--- config.mk ---
export PLATFORM = sky130hd
export DESIGN_NAME = fetch_sequencer
export DESIGN_NICKNAME = d
export VERILOG_FILES = /design/src/rtl/fetch_sequencer.sv
export SDC_FILE = /design/constraint.sdc
export NUM_CORES = 1
export LEC_CHECK = 0
export CAP_MARGIN = 15
export CORE_MARGIN = 4
export CORE_UTILIZATION = 30
export CTS_CLUSTER_DIAMETER = 100
export CTS_CLUSTER_SIZE = 10
export DETAILED_ROUTE_END_ITERATION = 10
export PLACE_DENSITY_LB_ADDON = 0.12
export SLEW_MARGIN = 20
export SYNTH_ARGS = -nofsm -noshare
export SYNTH_HDL_FRONTEND = slang
export SYNTH_SLANG_ARGS = --single-unit
--- constraint.sdc ---
create_clock -name clock -period 5.7 [get_ports clock]
set_clock_uncertainty 0.05 [all_clocks]
set_input_delay 0.57 -clock clock [delete_from_list [all_inputs] [get_ports clock]]
set_output_delay 0.57 -clock clock [all_outputs]
set_load 0.03 [all_outputs]
--- src/rtl/fetch_sequencer.sv ---
// fetch_sequencer: owns the program counter and steers the IF/ID and ID/EX
// latches through load-use stalls, branch/jump redirects and halt.
//
// state | meaning
// RUN   | normal fetch; PC follows next_pc unless stalled or halting
// FLUSH | wrong-path instructions still returning from imem are squashed
// HALT  | halt instruction has passed decode; PC frozen until reset
module fetch_sequencer #(
  parameter logic [31:0] RESET_PC     = 32'd0,
  parameter int          IMEM_LATENCY = 1,
  parameter int          CNT_W        = 16
) (
  input  logic             clock,
  input  logic             reset,
  input  logic [31:0]      next_pc,
  input  logic             branched_jumped,
  input  logic             stall,
  input  logic             halt_req,
  output logic [31:0]      pc,
  output logic             fetch_valid,
  output logic             fd_write_en,
  output logic             fd_flush,
  output logic             dx_flush,
  output logic             halted,
  output logic [CNT_W-1:0] stall_count,
  output logic [CNT_W-1:0] redirect_count
);

  typedef enum logic [1:0] {
    RUN   = 2'd0,
    FLUSH = 2'd1,
    HALT  = 2'd2
  } state_t;

  // Number of extra squash cycles after the one spent in the redirect cycle
  // itself; imem latency is 1..3, so two bits are enough.
  localparam logic [1:0] FLUSH_RELOAD = 2'(IMEM_LATENCY - 1);

  state_t      state;
  state_t      state_nxt;
  logic [31:0] pc_nxt;
  logic [1:0]  flush_cnt;
  logic [1:0]  flush_cnt_nxt;
  logic        stall_event;
  logic        redirect_event;

  // State, PC and squash counter registers.
  always_ff @(posedge clock) begin
    if (reset) begin
      state     <= RUN;
      pc        <= RESET_PC;
      flush_cnt <= 2'd0;
    end else begin
      state     <= state_nxt;
      pc        <= pc_nxt;
      flush_cnt <= flush_cnt_nxt;
    end
  end

  // Next-state, next-PC and latch controls from the current state and inputs.
  always_comb begin
    state_nxt      = state;
    pc_nxt         = pc;
    flush_cnt_nxt  = flush_cnt;
    fetch_valid    = 1'b1;
    fd_write_en    = 1'b1;
    fd_flush       = 1'b0;
    dx_flush       = 1'b0;
    halted         = 1'b0;
    stall_event    = 1'b0;
    redirect_event = 1'b0;

    case (state)
      RUN: begin
        if (branched_jumped) begin
          // stall/halt_req come from younger wrong-path instructions here.
          pc_nxt         = next_pc;
          fd_flush       = 1'b1;
          dx_flush       = 1'b1;
          flush_cnt_nxt  = FLUSH_RELOAD;
          state_nxt      = FLUSH;
          redirect_event = 1'b1;
        end else if (stall) begin
          fd_write_en = 1'b0;
          dx_flush    = 1'b1;
          stall_event = 1'b1;
        end else if (halt_req) begin
          // The halt itself moves on to execute; nothing behind it does.
          fd_flush  = 1'b1;
          state_nxt = HALT;
        end else begin
          pc_nxt = next_pc;
        end
      end

      FLUSH: begin
        fd_flush = 1'b1;
        pc_nxt   = next_pc;
        if (branched_jumped) begin
          dx_flush       = 1'b1;
          flush_cnt_nxt  = FLUSH_RELOAD;
          redirect_event = 1'b1;
        end else if (flush_cnt == 2'd0) begin
          state_nxt = RUN;
        end else begin
          flush_cnt_nxt = flush_cnt - 2'd1;
        end
      end

      HALT: begin
        fetch_valid = 1'b0;
        fd_flush    = 1'b1;
        halted      = 1'b1;
      end

      default: begin
        state_nxt     = RUN;
        flush_cnt_nxt = 2'd0;
      end
    endcase
  end

  // Saturating debug event counters.
  always_ff @(posedge clock) begin
    if (reset) begin
      stall_count    <= '0;
      redirect_count <= '0;
    end else begin
      if (stall_event && (stall_count != {CNT_W{1'b1}}))
        stall_count <= stall_count + 1'b1;
      if (redirect_event && (redirect_count != {CNT_W{1'b1}}))
        redirect_count <= redirect_count + 1'b1;
    end
  end

endmodule

==> flow_results.xml <==
<?xml version="1.0" encoding="UTF-8"?>
<metrics>
  <group name="final_layout">
    <metric name="flow.area_growth_from_synthesis" unit="%">41.3</metric>
    <metric name="diodes" unit="">0</metric>
    <metric name="drive_above_1_share" unit="%">6.76</metric>
    <metric name="design.final.nets" unit="">529</metric>
    <metric name="final-instance-count-excl-fill" unit="">631</metric>
    <metric name="finalCoreUtilization" unit="%">43.2</metric>
  </group>
  <group name="timing">
    <metric name="tightestPinTransition" unit="ns">0.931</metric>
    <metric name="worst_hold_check_slack" unit="ns">0.407</metric>
    <metric name="finalCritPeriodShare" unit="%">49.7</metric>
    <metric name="setup-tns-final" unit="ns">0</metric>
    <metric name="max_freq" unit="MHz">353</metric>
    <metric name="drv_slew" unit="">0</metric>
    <metric name="relSlewSlack" unit="%">37.4</metric>
    <metric name="post-route-min-period" unit="ns">2.83</metric>
    <metric name="finalHoldViolCount" unit="">0</metric>
    <metric name="setup_viol_count_final" unit="">0</metric>
    <metric name="rsz0062_at_grt" unit="">no</metric>
  </group>
  <group name="global_routing">
    <metric name="grt_first_pass_wirelength" unit="mm">13.7</metric>
    <metric name="grt_start_max_net_pins" unit="">110</metric>
    <metric name="globalRouteOverflowTotal" unit="">0</metric>
    <metric name="grt_antenna_before_repair" unit="">0</metric>
    <metric name="grt_usage" unit="%">12.9</metric>
    <metric name="number_of_global_route_vias_before_repair" unit="">2883</metric>
  </group>
  <group name="floorplanning">
    <metric name="dieHeight" unit="um">116</metric>
    <metric name="top_level_ports" unit="">106</metric>
    <metric name="coreArea" unit="sq um">11400</metric>
    <metric name="die-area" unit="sq um">13400</metric>
    <metric name="initial_core_util" unit="%">30.6</metric>
    <metric name="die-width" unit="um">116</metric>
    <metric name="rows" unit="">39</metric>
  </group>
  <group name="synthesis">
    <metric name="synth-seq-cells" unit="">68</metric>
    <metric name="synth.area.top_cells" unit="">sky130_fd_sc_hd__dfxtp_1 39%, sky130_fd_sc_hd__nand2b_1 13%, sky130_fd_sc_hd__mux2i_1 10%, sky130_fd_sc_hd__ha_1 3.2%, sky130_fd_sc_hd__a21oi_1 2.7%</metric>
    <metric name="synth_common_cells" unit="">70 x sky130_fd_sc_hd__nand2b_1, 68 x sky130_fd_sc_hd__dfxtp_1, 36 x sky130_fd_sc_hd__mux2i_1, 19 x sky130_fd_sc_hd__a21oi_1, 18 x sky130_fd_sc_hd__nor2_1</metric>
    <metric name="yosysSeqAreaShare" unit="%">39.0</metric>
    <metric name="synth_ff_type" unit="">sky130_fd_sc_hd__dfxtp_1</metric>
    <metric name="post_synthesis_cell_type_count" unit="">47</metric>
    <metric name="postSynth.asyncResetShare" unit="%">0</metric>
    <metric name="synth_top_area_share" unit="%">39.0</metric>
    <metric name="synthCells" unit="">384</metric>
    <metric name="synth.net_count" unit="">430</metric>
    <metric name="synth-edff-count" unit="">0</metric>
    <metric name="ys_warn_count" unit="">0</metric>
    <metric name="synth_most_common_cell" unit="">sky130_fd_sc_hd__nand2b_1</metric>
    <metric name="yosys.area.top_type" unit="">sky130_fd_sc_hd__dfxtp_1</metric>
    <metric name="synthesis.area_per_instance" unit="sq um">9.09</metric>
    <metric name="post_synth_instance_area" unit="sq um">3490</metric>
  </group>
  <group name="route">
    <metric name="detailroute.via_count" unit="">3043</metric>
    <metric name="drt_iter0_drc" unit="">168</metric>
    <metric name="ant_nets" unit="">0</metric>
    <metric name="dr_drc_count" unit="">0</metric>
    <metric name="detail_route.vias_per_cell" unit="">4.82</metric>
    <metric name="drt_pre_antenna_iters" unit="">6</metric>
    <metric name="routed_wl" unit="mm">8.41</metric>
    <metric name="route.detailed.wl_per_inst" unit="um">13.3</metric>
  </group>
  <group name="worst_setup_path">
    <metric name="startpoint" unit="">branched_jumped</metric>
    <metric name="worst-setup-path-type" unit="">input port to output port</metric>
    <metric name="worst_ep_required_time" unit="ns">5.08</metric>
    <metric name="timing.critical_path.slowest_stage_cell" unit="">sky130_fd_sc_hd__clkdlybuf4s50_1</metric>
    <metric name="crit_path_frequent_cell" unit="">sky130_fd_sc_hd__clkdlybuf4s50_1</metric>
    <metric name="critPathCaptureType" unit="">output port</metric>
    <metric name="setup.worst_path.start_class" unit="">input port</metric>
    <metric name="max_stage_delay" unit="ns">0.67</metric>
    <metric name="reg2reg_from" unit="">redirect_count[0]$_SDFFE_PP0P_</metric>
    <metric name="worstPathCellList" unit="">clkdlybuf4s50_1 &gt; nand2b_1 &gt; a21oi_1 &gt; nor2_1 &gt; clkdlybuf4s50_1</metric>
    <metric name="critical_path.max_fanout" unit="">12</metric>
    <metric name="worst_ep_arrival_time" unit="ns">2.21</metric>
  </group>
  <group name="place">
    <metric name="place_hpwl" unit="mm">5.79</metric>
    <metric name="placed_cells_incl_taps" unit="">615</metric>
    <metric name="globalplace.congestion" unit="">0.741</metric>
    <metric name="io_port_bufs" unit="">105</metric>
  </group>
  <group name="clocking">
    <metric name="ctsHoldBuffers" unit="">0</metric>
    <metric name="clock_tree_from_tritoncts" unit="">yes</metric>
    <metric name="cts_sinks" unit="">68</metric>
    <metric name="clk_pin_slew" unit="ns">0.05</metric>
    <metric name="cts_htree_levels" unit="">3</metric>
    <metric name="inserted_clock_buffers" unit="">9</metric>
    <metric name="cts_buffer_depth" unit="">2</metric>
    <metric name="postCtsSetupRepairBufs" unit="">0</metric>
    <metric name="cts_repair_resize_count" unit="">0</metric>
    <metric name="clk-insertion-delay-late" unit="ns">0.33</metric>
    <metric name="clockRootBuffer" unit="">sky130_fd_sc_hd__clkbuf_16</metric>
  </group>
  <group name="status">
    <metric name="status" unit="">finished, final reports clean</metric>
  </group>
  <group name="power">
    <metric name="total_leakage_power" unit="nW">1.79</metric>
    <metric name="power_density_relative_to_cell_area" unit="nW/um^2">317</metric>
    <metric name="largest_voltage_drop_on_the_vdd_net" unit="mV">0.160</metric>
    <metric name="fin_total_pwr" unit="W">0.00157</metric>
  </group>
  <group name="min_path">
    <metric name="min_path_type" unit="">register to register</metric>
    <metric name="hp-start" unit="">flush_cnt[1]$_SDFFE_PP0P_</metric>
  </group>
  <group name="flow_run">
    <metric name="max_cap_violations" unit="">0</metric>
  </group>
</metrics>
## area by class of cell
class,count,area [sq um]
inverters,9,33.8
flip-flops and latches,68,1360
clock inverters,1,5.00
multi-input cells,287,2010
repair buffers,108,1070
well taps,143,179
fillers,1159,6490
clock buffers,15,278
## metrics by stage
step                      instance area, sq um  setup slack [ns]
after global routing                      4930              2.75
after floorplan                           3490              3.61
after CTS                                 4930              2.85
final                                     4930              2.87
after global placement                    4650              2.86
after detailed placement                  4650              2.86
## placed cells by master (no fill, tap or decap), drive strengths merged, types with 2 or more instances in the layout
| cell | netlist | routed |
|---|---|---|
| nor2b | 8 | 8 |
| nor4b | 2 | 2 |
| ha | 9 | 9 |
| nand4 | 8 | 8 |
| clkbuf | 10 | 15 |
| inv | 9 | 9 |
| and3 | 2 | 2 |
| o21ai | 8 | 8 |
| o31ai | 12 | 12 |
| a211oi | 5 | 5 |
| nand2b | 70 | 70 |
| nor4 | 4 | 4 |
| mux2 | 9 | 9 |
| or3 | 9 | 9 |
| a21oi | 21 | 21 |
| nand2 | 16 | 16 |
| dfxtp | 68 | 68 |
| nor2 | 18 | 18 |
| or4 | 8 | 8 |
| nand3b | 2 | 2 |
| nor3 | 14 | 14 |
| a41oi | 2 | 2 |
| buf | 10 | 4 |
| clkdlybuf4s50 | 0 | 104 |
| mux2i | 36 | 36 |
| and2 | 3 | 3 |
| and4 | 3 | 3 |
| nand3 | 9 | 9 |
## state kept, by name (all words and copies together), names as in the netlist
signal	count
stall_count	16
flush_cnt	2
redirect_count	16
state	2
pc	32
## worst max-delay path, delay by kind of cell
family | cells | cell delay (ns)
buffers and inverters | 2 | 1.34
AOI/OAI and AO/OA | 1 | 0.06
and+or+nand+nor | 2 | 0.24
## routing by layer
layer / vias to the layer above / track usage [%] / share of wire [%]
li1: 1560 / - / -
met1: 1395 / 15.3 / 45
met3: 14 / 6.16 / 9.5
met4: 0 / 6.50 / 2.2
met5: - / 0 / 0
met2: 74 / 19.5 / 43
## path summary, 6_finish.rpt
check	cells after the start	slack [ns]	to
worst max-delay path	5	2.87	fd_flush
worst min-delay path	2	0.41	flush_cnt[1]$_SDFFE_PP0P_
worst max register to register	6	3.35	redirect_count[13]$_SDFFE_PP0P_
worst min register to register	2	0.41	flush_cnt[1]$_SDFFE_PP0P_
## where the power goes
part	internal (W)	leakage, nW	total, W	switching, W
combinational	0.000213	1.09	0.000476	0.000262
sequential	0.000528	0.555	0.000559	0.0000313
clock	0.000330	0.140	0.000530	0.000200
total	0.00107	1.79	0.00157	0.000494
## cell families (layout without fill, tap and decap cells)
family,Yosys count,in the layout,synth area share (%)
AND/OR/NAND/NOR,179,179,30.8
adder cells (fa/ha/maj),9,9,3.23
AO/OA/AOI/OAI,53,53,9.75
buffers and inverters,29,133,3.69
XOR/XNOR,1,1,0.251
flip-flops,68,68,39.0
multiplexers,45,45,13.2
Note: power is estimated with default switching activity, not from simulation.
